===== config.mk =====
export PLATFORM = sky130hd
export DESIGN_NAME = detonator_seq
export DESIGN_NICKNAME = d
export VERILOG_FILES = /design/src/rtl/detonator_pkg.sv /design/src/rtl/rt_tick.sv /design/src/rtl/detonator_seq.sv
export SDC_FILE = /design/constraint.sdc
export NUM_CORES = 1
export LEC_CHECK = 0
export BUFFER_PORTS_ARGS = -buffer_cell sky130_fd_sc_hd__buf_4
export CORE_MARGIN = 10
export CORE_UTILIZATION = 40
export CTS_CLUSTER_SIZE = 14
export DETAILED_ROUTE_END_ITERATION = 8
export PLACE_DENSITY_LB_ADDON = 0.15
export SYNTH_ARGS = -nofsm -noshare
export SYNTH_HDL_FRONTEND = slang
export SYNTH_SLANG_ARGS = --single-unit

===== constraint.sdc =====
create_clock -name clk -period 4.4 [get_ports clk]
set_input_delay 0 -clock clk [delete_from_list [all_inputs] [get_ports clk]]
set_output_delay 0 -clock clk [all_outputs]
set_load 0.01 [all_outputs]

===== src/rtl/detonator_pkg.sv =====
// ============================================================================
// detonator_pkg : shared state encoding and widths for the detonator sequencer
// Rev 1.0
// ============================================================================
`default_nettype none

package detonator_pkg;

  localparam int REM_W = 8;
  localparam int ERR_W = 4;

  typedef enum logic [1:0] {
    ST_IDLE  = 2'd0,
    ST_ARMED = 2'd1,
    ST_SAFE  = 2'd2,
    ST_BOOM  = 2'd3
  } state_t;

endpackage

`default_nettype wire


===== src/rtl/rt_tick.sv =====
// ============================================================================
// rt_tick : one-cycle tick on each rising edge of a blinker square wave,
//           masked for the first cycle after the enable rises.  Rev 1.0
// ============================================================================
`default_nettype none

module rt_tick (
  input  logic clk,
  input  logic rst,
  input  logic i_en,
  input  logic i_rt,
  output logic o_tick
);

  logic r_en_q;
  logic r_rt_q;

  always_ff @(posedge clk) begin
    if (rst) begin
      r_en_q <= 1'b0;
      r_rt_q <= 1'b0;
    end else begin
      r_en_q <= i_en;
      r_rt_q <= i_rt;
    end
  end

  // r_en_q gates out a stale high level of i_rt seen right after enable
  assign o_tick = i_en & r_en_q & i_rt & ~r_rt_q;

endmodule

`default_nettype wire


===== src/rtl/detonator_seq.sv =====
// ============================================================================
// detonator_seq : countdown sequencer (idle/armed/safe/boom) timed by the
//                 red_led blinker toggle output.  Rev 1.0
// ============================================================================
`default_nettype none

module detonator_seq
  import detonator_pkg::*;
#(
  parameter int unsigned ARM_SECS    = 30,
  parameter int unsigned ERR_PENALTY = 5,
  parameter int unsigned MAX_ERR     = 3
) (
  input  logic             clk,
  input  logic             rst,
  input  logic             arm,
  input  logic             disarm,
  input  logic             err,
  input  logic             blink_rt,
  output logic             blink_en,
  output logic             led,
  output logic [1:0]       state,
  output logic [REM_W-1:0] remaining,
  output logic [ERR_W-1:0] err_cnt,
  output logic             boom,
  output logic             safe
);

  localparam logic [REM_W-1:0] c_ARM_SECS = REM_W'(ARM_SECS);
  localparam logic [REM_W:0]   c_PENALTY  = (REM_W + 1)'(ERR_PENALTY);
  localparam logic [ERR_W-1:0] c_MAX_ERR  = ERR_W'(MAX_ERR);

  state_t           r_state;
  state_t           w_state_nxt;
  logic [REM_W-1:0] r_rem;
  logic [REM_W-1:0] w_rem_nxt;
  logic [ERR_W-1:0] r_err;
  logic [ERR_W-1:0] w_err_nxt;
  logic             r_blink_en;
  logic             r_boom;
  logic             r_safe;

  logic             w_tick;
  logic [REM_W:0]   w_dec;
  logic [REM_W:0]   w_diff;
  logic [REM_W-1:0] w_rem_sat;
  logic [ERR_W-1:0] w_err_inc;

  rt_tick u_rt_tick (
    .clk    (clk),
    .rst    (rst),
    .i_en   (r_blink_en),
    .i_rt   (blink_rt),
    .o_tick (w_tick)
  );

  // A negative 9-bit difference means the penalty overran the count
  assign w_dec     = {{REM_W{1'b0}}, w_tick} + (err ? c_PENALTY : '0);
  assign w_diff    = {1'b0, r_rem} - w_dec;
  assign w_rem_sat = w_diff[REM_W] ? '0 : w_diff[REM_W-1:0];
  assign w_err_inc = r_err + ERR_W'(1);

  always_comb begin
    w_state_nxt = r_state;
    w_rem_nxt   = r_rem;
    w_err_nxt   = r_err;
    case (r_state)
      ST_IDLE, ST_SAFE: begin
        if (arm) begin
          w_state_nxt = ST_ARMED;
          w_rem_nxt   = c_ARM_SECS;
          w_err_nxt   = '0;
        end
      end
      ST_ARMED: begin
        if (disarm) begin
          w_state_nxt = ST_SAFE;
        end else begin
          w_rem_nxt = w_rem_sat;
          if (err) w_err_nxt = w_err_inc;
          if ((w_rem_sat == '0) || (err && (w_err_inc == c_MAX_ERR)))
            w_state_nxt = ST_BOOM;
        end
      end
      ST_BOOM: w_state_nxt = ST_BOOM;
      default: w_state_nxt = ST_IDLE;
    endcase
  end

  always_ff @(posedge clk) begin
    if (rst) begin
      r_state    <= ST_IDLE;
      r_rem      <= '0;
      r_err      <= '0;
      r_blink_en <= 1'b0;
      r_boom     <= 1'b0;
      r_safe     <= 1'b0;
    end else begin
      r_state    <= w_state_nxt;
      r_rem      <= w_rem_nxt;
      r_err      <= w_err_nxt;
      r_blink_en <= (w_state_nxt == ST_ARMED);
      r_boom     <= (w_state_nxt == ST_BOOM);
      r_safe     <= (w_state_nxt == ST_SAFE);
    end
  end

  assign state     = r_state;
  assign remaining = r_rem;
  assign err_cnt   = r_err;
  assign blink_en  = r_blink_en;
  assign boom      = r_boom;
  assign safe      = r_safe;
  assign led       = r_boom | (r_blink_en & blink_rt);

endmodule

`default_nettype wire


* After elaboration in Yosys (flattened, before gate mapping) *
Cells that the tools add are included.

storage, ports and cells
  bits in registers = 19
  input port bits = 6
  word-level logic and storage cells = 48

operators by class
  add/sub/neg operators = 3
  equal/unequal tests = 10
  mux-type cells = 13
  bitwise gates (word level) = 6
  reduce and logical (&&, ||, !) cells = 8

operators with widths
  cell                   count
  $mux W8                3
  $pmux W8 S2            1
  $mux W4                3
  $sub A8 B4 Y9          1
  $eq A2 B2 Y1 const B   4
  $logic_not A8 Y1       1
  $pmux W4 S2            1
  $mux W2                3
  $ne A2 B2 Y1 const B   3
  $pmux W2 S3            1
  $add A1 B3 Y4          1
  $add A4 B1 Y4 const B  1
  $and A1 B1 Y1          4
  $eq A2 B1 Y1 const B   2
  $eq A4 B2 Y1 const B   1
  $reduce_and A4 Y1      1
  $mux W3                1
  $reduce_and A3 Y1      1
  $logic_not A2 Y1       1
  $reduce_bool A2 Y1     1
  $reduce_or A2 Y1       1
  $logic_and A1 B1 Y1    1
  $logic_or A1 B1 Y1     1
  $not A1 Y1             1
  $or A1 B1 Y1           1

* Depth between registers and ports, before layout *
  depth in word-level cells = 12
  gate-level depth with buffers = 11
  mapped depth without buffers = 11

* Cells and area by module *
Synthesis repeated with hierarchy kept, for this count alone.

second synthesis, totals
  cells, all modules = 130
  area, all modules = 1122.3 um^2

by module, submodules not included
  module         times used  cells an instance  area each (um^2)  seq. area each (um^2)
  detonator_seq  1           125                1059.8            340.3
  rt_tick        1           5                  62.6              40.0

* Worst setup path after synthesis *
No wires, ideal clock.

  kind = register to register
  start point = register r_blink_en, in the netlist blink_en
  end point = register r_blink_en, in the netlist blink_en
  library setup time = 0.117 ns
  arrival time = 2.562 ns
  path slack = 1.721 ns
  stages on the path, launching flop included = 12
  cells stage by stage = dfxtp_1 > and4b_1 > fa_1 > inv_1 > ha_1 > nor2_1 > ha_1 > a21boi_2 > a21oi_1 > a211oi_1 > o221ai_2 > a32o_1

on the way
  longest elaborated chain between the ends = 12

RTL lines
  element                     RTL line              text
  from (decl)                 detonator_seq.sv:39   logic r_blink_en;
  from (signal assigned)      detonator_seq.sv:102  r_blink_en <= (w_state_nxt == ST_ARMED);
  $and A1 B1 Y1 (3 in a row)  rt_tick.sv:29         assign o_tick = i_en & r_en_q & i_rt & ~r_rt_q;
  $add A1 B3 Y4               detonator_seq.sv:58   assign w_dec = {{REM_W{1'b0}}, w_tick} + (err ? c_PENALTY : '0);
  $sub A8 B4 Y9               detonator_seq.sv:59   assign w_diff = {1'b0, r_rem} - w_dec;
  $mux W8                     detonator_seq.sv:60   assign w_rem_sat = w_diff[REM_W] ? '0 : w_diff[REM_W-1:0];
  $logic_not A8 Y1            detonator_seq.sv:81   if ((w_rem_sat == '0) || (err && (w_err_inc == c_MAX_ERR)))
  $logic_or A1 B1 Y1          detonator_seq.sv:81
  $mux W2                     detonator_seq.sv:81
  $mux W2                     detonator_seq.sv:76   if (disarm) begin
  $pmux W2 S3                 detonator_seq.sv:67   case (r_state)
  $eq A2 B1 Y1                detonator_seq.sv:102

Every way passes these cells.
A chain may end at the register's enable or synchronous reset.

* Worst setup path after layout *
Same ends and word-level chain as after synthesis.

==> run metrics <==
Slew HR 0.5428; Setup CP Type flip-flop to flip-flop; Tmin final 2.837 ns; worst clock skew about 0.012 ns; H-tree Lvls 1; dpl hpwl between 2000 and 2500 um; Peak VDD IR around 250 uV; top cell type's share of synthesized area 0.3248; Hold Violations, Final 0; mean post-synth cell area 8.805 sq um; Power per Cell Area ~300 nW/um^2; CP Cell Sequence and4b_1, fa_1, inv_1, ha_1, nor2_1, ha_1, a21boi_2, a21oi_1, a211oi_1, o221ai_2, a32o_1; post-synth top area cell dfxtp_1; Worst EP required around 4.6 ns; post-synthesis cell count around 130; routed vias 1082; drt pass-1 iters 4; Die Width 74.11 um; Die Y approximately 74 um; post-synthesis cell area about 1200 sq um; Ys Warns 0; synth top area cells dfxtp_1 32%, ha_1 7.5%, a21oi_1 4.7%; DRC violations left 0; Total Neg Setup Slack 0 ns; post-detailed-route wirelength per cell 14.77 um; setup bufs post-CTS 0; die footprint about 5500 sq um; DRT Wirelength ~2800 um; Finished Core Util 0.5133; clk_lat worst skew about 0.30 ns; Hold Path Stages 3; Fmax achieved about 0.35 GHz; global route overflow 0; startpoint types flip-flop; clk buf depth 2; Reg-to-Reg Start blink_en; ys flop type dfxtp_1; vias per inst roughly 5.6; Pleak a little under 0.6 nW; post-synthesis cell type count 44; number of global-route vias before repair 1091; DRT antenna net count 0; Max Slew Vio Count 0; CORE AREA ~2800 sq um; Total Power between 0.0004 and 0.0005 W; worst r2r dst blink_en; reg2reg path depth 11; number of diodes 0; worst min-delay path class input pin to flip-flop; io pins 24; flops & latches, synth 19; Buf+Inv Stages, Crit Path 1; unrepaired setup endpoints after global routing false; post-synthesis async set-or-reset flop share 0; # port buffers 23; Area growth, synth to finish 21.90%; Hold EP state[0]; layout cell share with drive strength beyond 1 0.2360; initial antenna violation count 0; Worst-Margin Slew around 0.68 ns; net count after synthesis ~150; Critical Path Fanout Max 10; EDFF count, synth 0; GP Congestion about 0.88; Layout Nets ~180; pin count of the biggest net entering global routing 16; hold_sp arm; Worst path top cell family by delay compound AO/OA/AOI/OAI gates; GRT Resource Usage Total 0.1070; CP arrival roughly 3.0 ns; CP max-delay cell fa_1; CTS tree yes; Crit path top cell by count ha_1; sequential-to-total area share from yosys stat 0.3248; clock transition at the registers of the reported paths approximately 0.12 ns; period utilization 0.6448; max incr delay on CP approximately 0.44 ns; Finished Layout Cells 192; Num Clock Sinks 19; root buffer cell clkbuf_4; initial DRC count 85; first-pass GRT wire length a little under 5000 um; endpoints failing setup 0; Initial Util 0.4211; final hold slack 0.02919 ns; critical path capture point type flip-flop; DP Cell Count ~180; MaxCap Viol Count 0; FF-to-FF setup slack between 1.5 and 2 ns; status finished clean; site row count 19; CTS Buf Count 3
==> synth_stat cells, types with 3 or more instances <==
master	number
a21oi_1	11
nand2_1	5
dfxtp_1	19
xnor2_1	4
nand3_1	7
nor2_1	11
a211oi_1	3
inv_1	9
nor2b_1	3
nor3_1	11
o21ai_0	7
ha_1	7
==> what timing repair did <==
action	in CTS	in global routing
endpoints found under the setup margin	0	0
resized for setup	0	0
hold buffers	4	0
endpoints found under the hold margin	7	0
==> report_power, final <==
group	total (W)	switching, W	internal, W
Clock	0.0000885	0.0000547	0.0000338
Combinational	0.000146	0.0000799	0.0000657
Sequential	0.000194	0.0000118	0.000183
==> final cells by class <==
class | count | area, sq um
fill | 265 | 1354
multi-input combinational | 102 | 734.5
sequential | 19 | 380.4
timing repair buffer | 27 | 212.7
tap | 31 | 38.79
inverter | 9 | 33.78
clock buffer | 3 | 22.52
clock inverter | 1 | 5.005
==> per-stage QoR <==
stage / setup slack (ns) / cell area, sq um
after global placement: 1.637 / 1360
after global routing: 1.347 / 1428
after CTS: 1.552 / 1428
after floorplan: 1.721 / 1171
final: 1.563 / 1428
after detailed placement: 1.563 / 1360
==> worst min-delay path, delay by kind of cell <==
| kind | cells | cell delay (ns) |
|---|---|---|
| buf+inv | 1 | 0.12 |
| compound gates | 1 | 0.07 |
| simple gates | 1 | 0.10 |
==> worst max path at each step <==
stage | start | endpoint | slack, ns | cells past startpoint
after floorplan | blink_en | blink_en | 1.72 | 11
after global placement | blink_en | blink_en | 1.64 | 11
after detailed placement | blink_en | blink_en | 1.56 | 11
after CTS | blink_en | blink_en | 1.55 | 11
after global routing | blink_en | blink_en | 1.35 | 11
final | blink_en | blink_en | 1.56 | 11
==> kinds of logic after synthesis <==
logic type | count (synthesis) | synth area share
DFF | 19 | 0.3248
adders and majority gates | 8 | 0.09188
AOI/OAI and AO/OA | 34 | 0.2041
xor gates and xnor gates | 5 | 0.03739
and+or+nand+nor | 52 | 0.2671
muxes | 3 | 0.02671
buffers and inverters | 12 | 0.04807
==> flip-flops by register name, summed over array words and instances (netlist names) <==
| name | flops |
|---|---|
| blink_en | 1 |
| boom | 1 |
| err_cnt | 4 |
| remaining | 8 |
| safe | 1 |
| state | 2 |
| u_rt_tick.r_en_q | 1 |
| u_rt_tick.r_rt_q | 1 |
==> cells in the final DEF, fill, tap and decap left out, types with 2 or more instances in the layout <==
cell and instances:
nor2_1 11, a211oi_1 3, dlygate4sd3_1 4, mux2i_1 2, xnor2_1 4, nand2_1 5, o21ai_0 7, a21oi_1 11
dfxtp_1 19, nand3_1 7, nor2b_1 3, o311a_1 2, and2b_2 2, ha_1 7, nor3_1 11, a21o_1 2
buf_4 23, clkbuf_4 3, inv_1 9
==> layer usage <==
metal / GRT usage / share of wire
met4: 0.03313 / 0.013
met3: 0.03191 / 0.043
met5: 0 / 0
met1: 0.1167 / 0.43
met2: 0.1932 / 0.52
No activity file was read; power rests on OpenSTA's default activity.
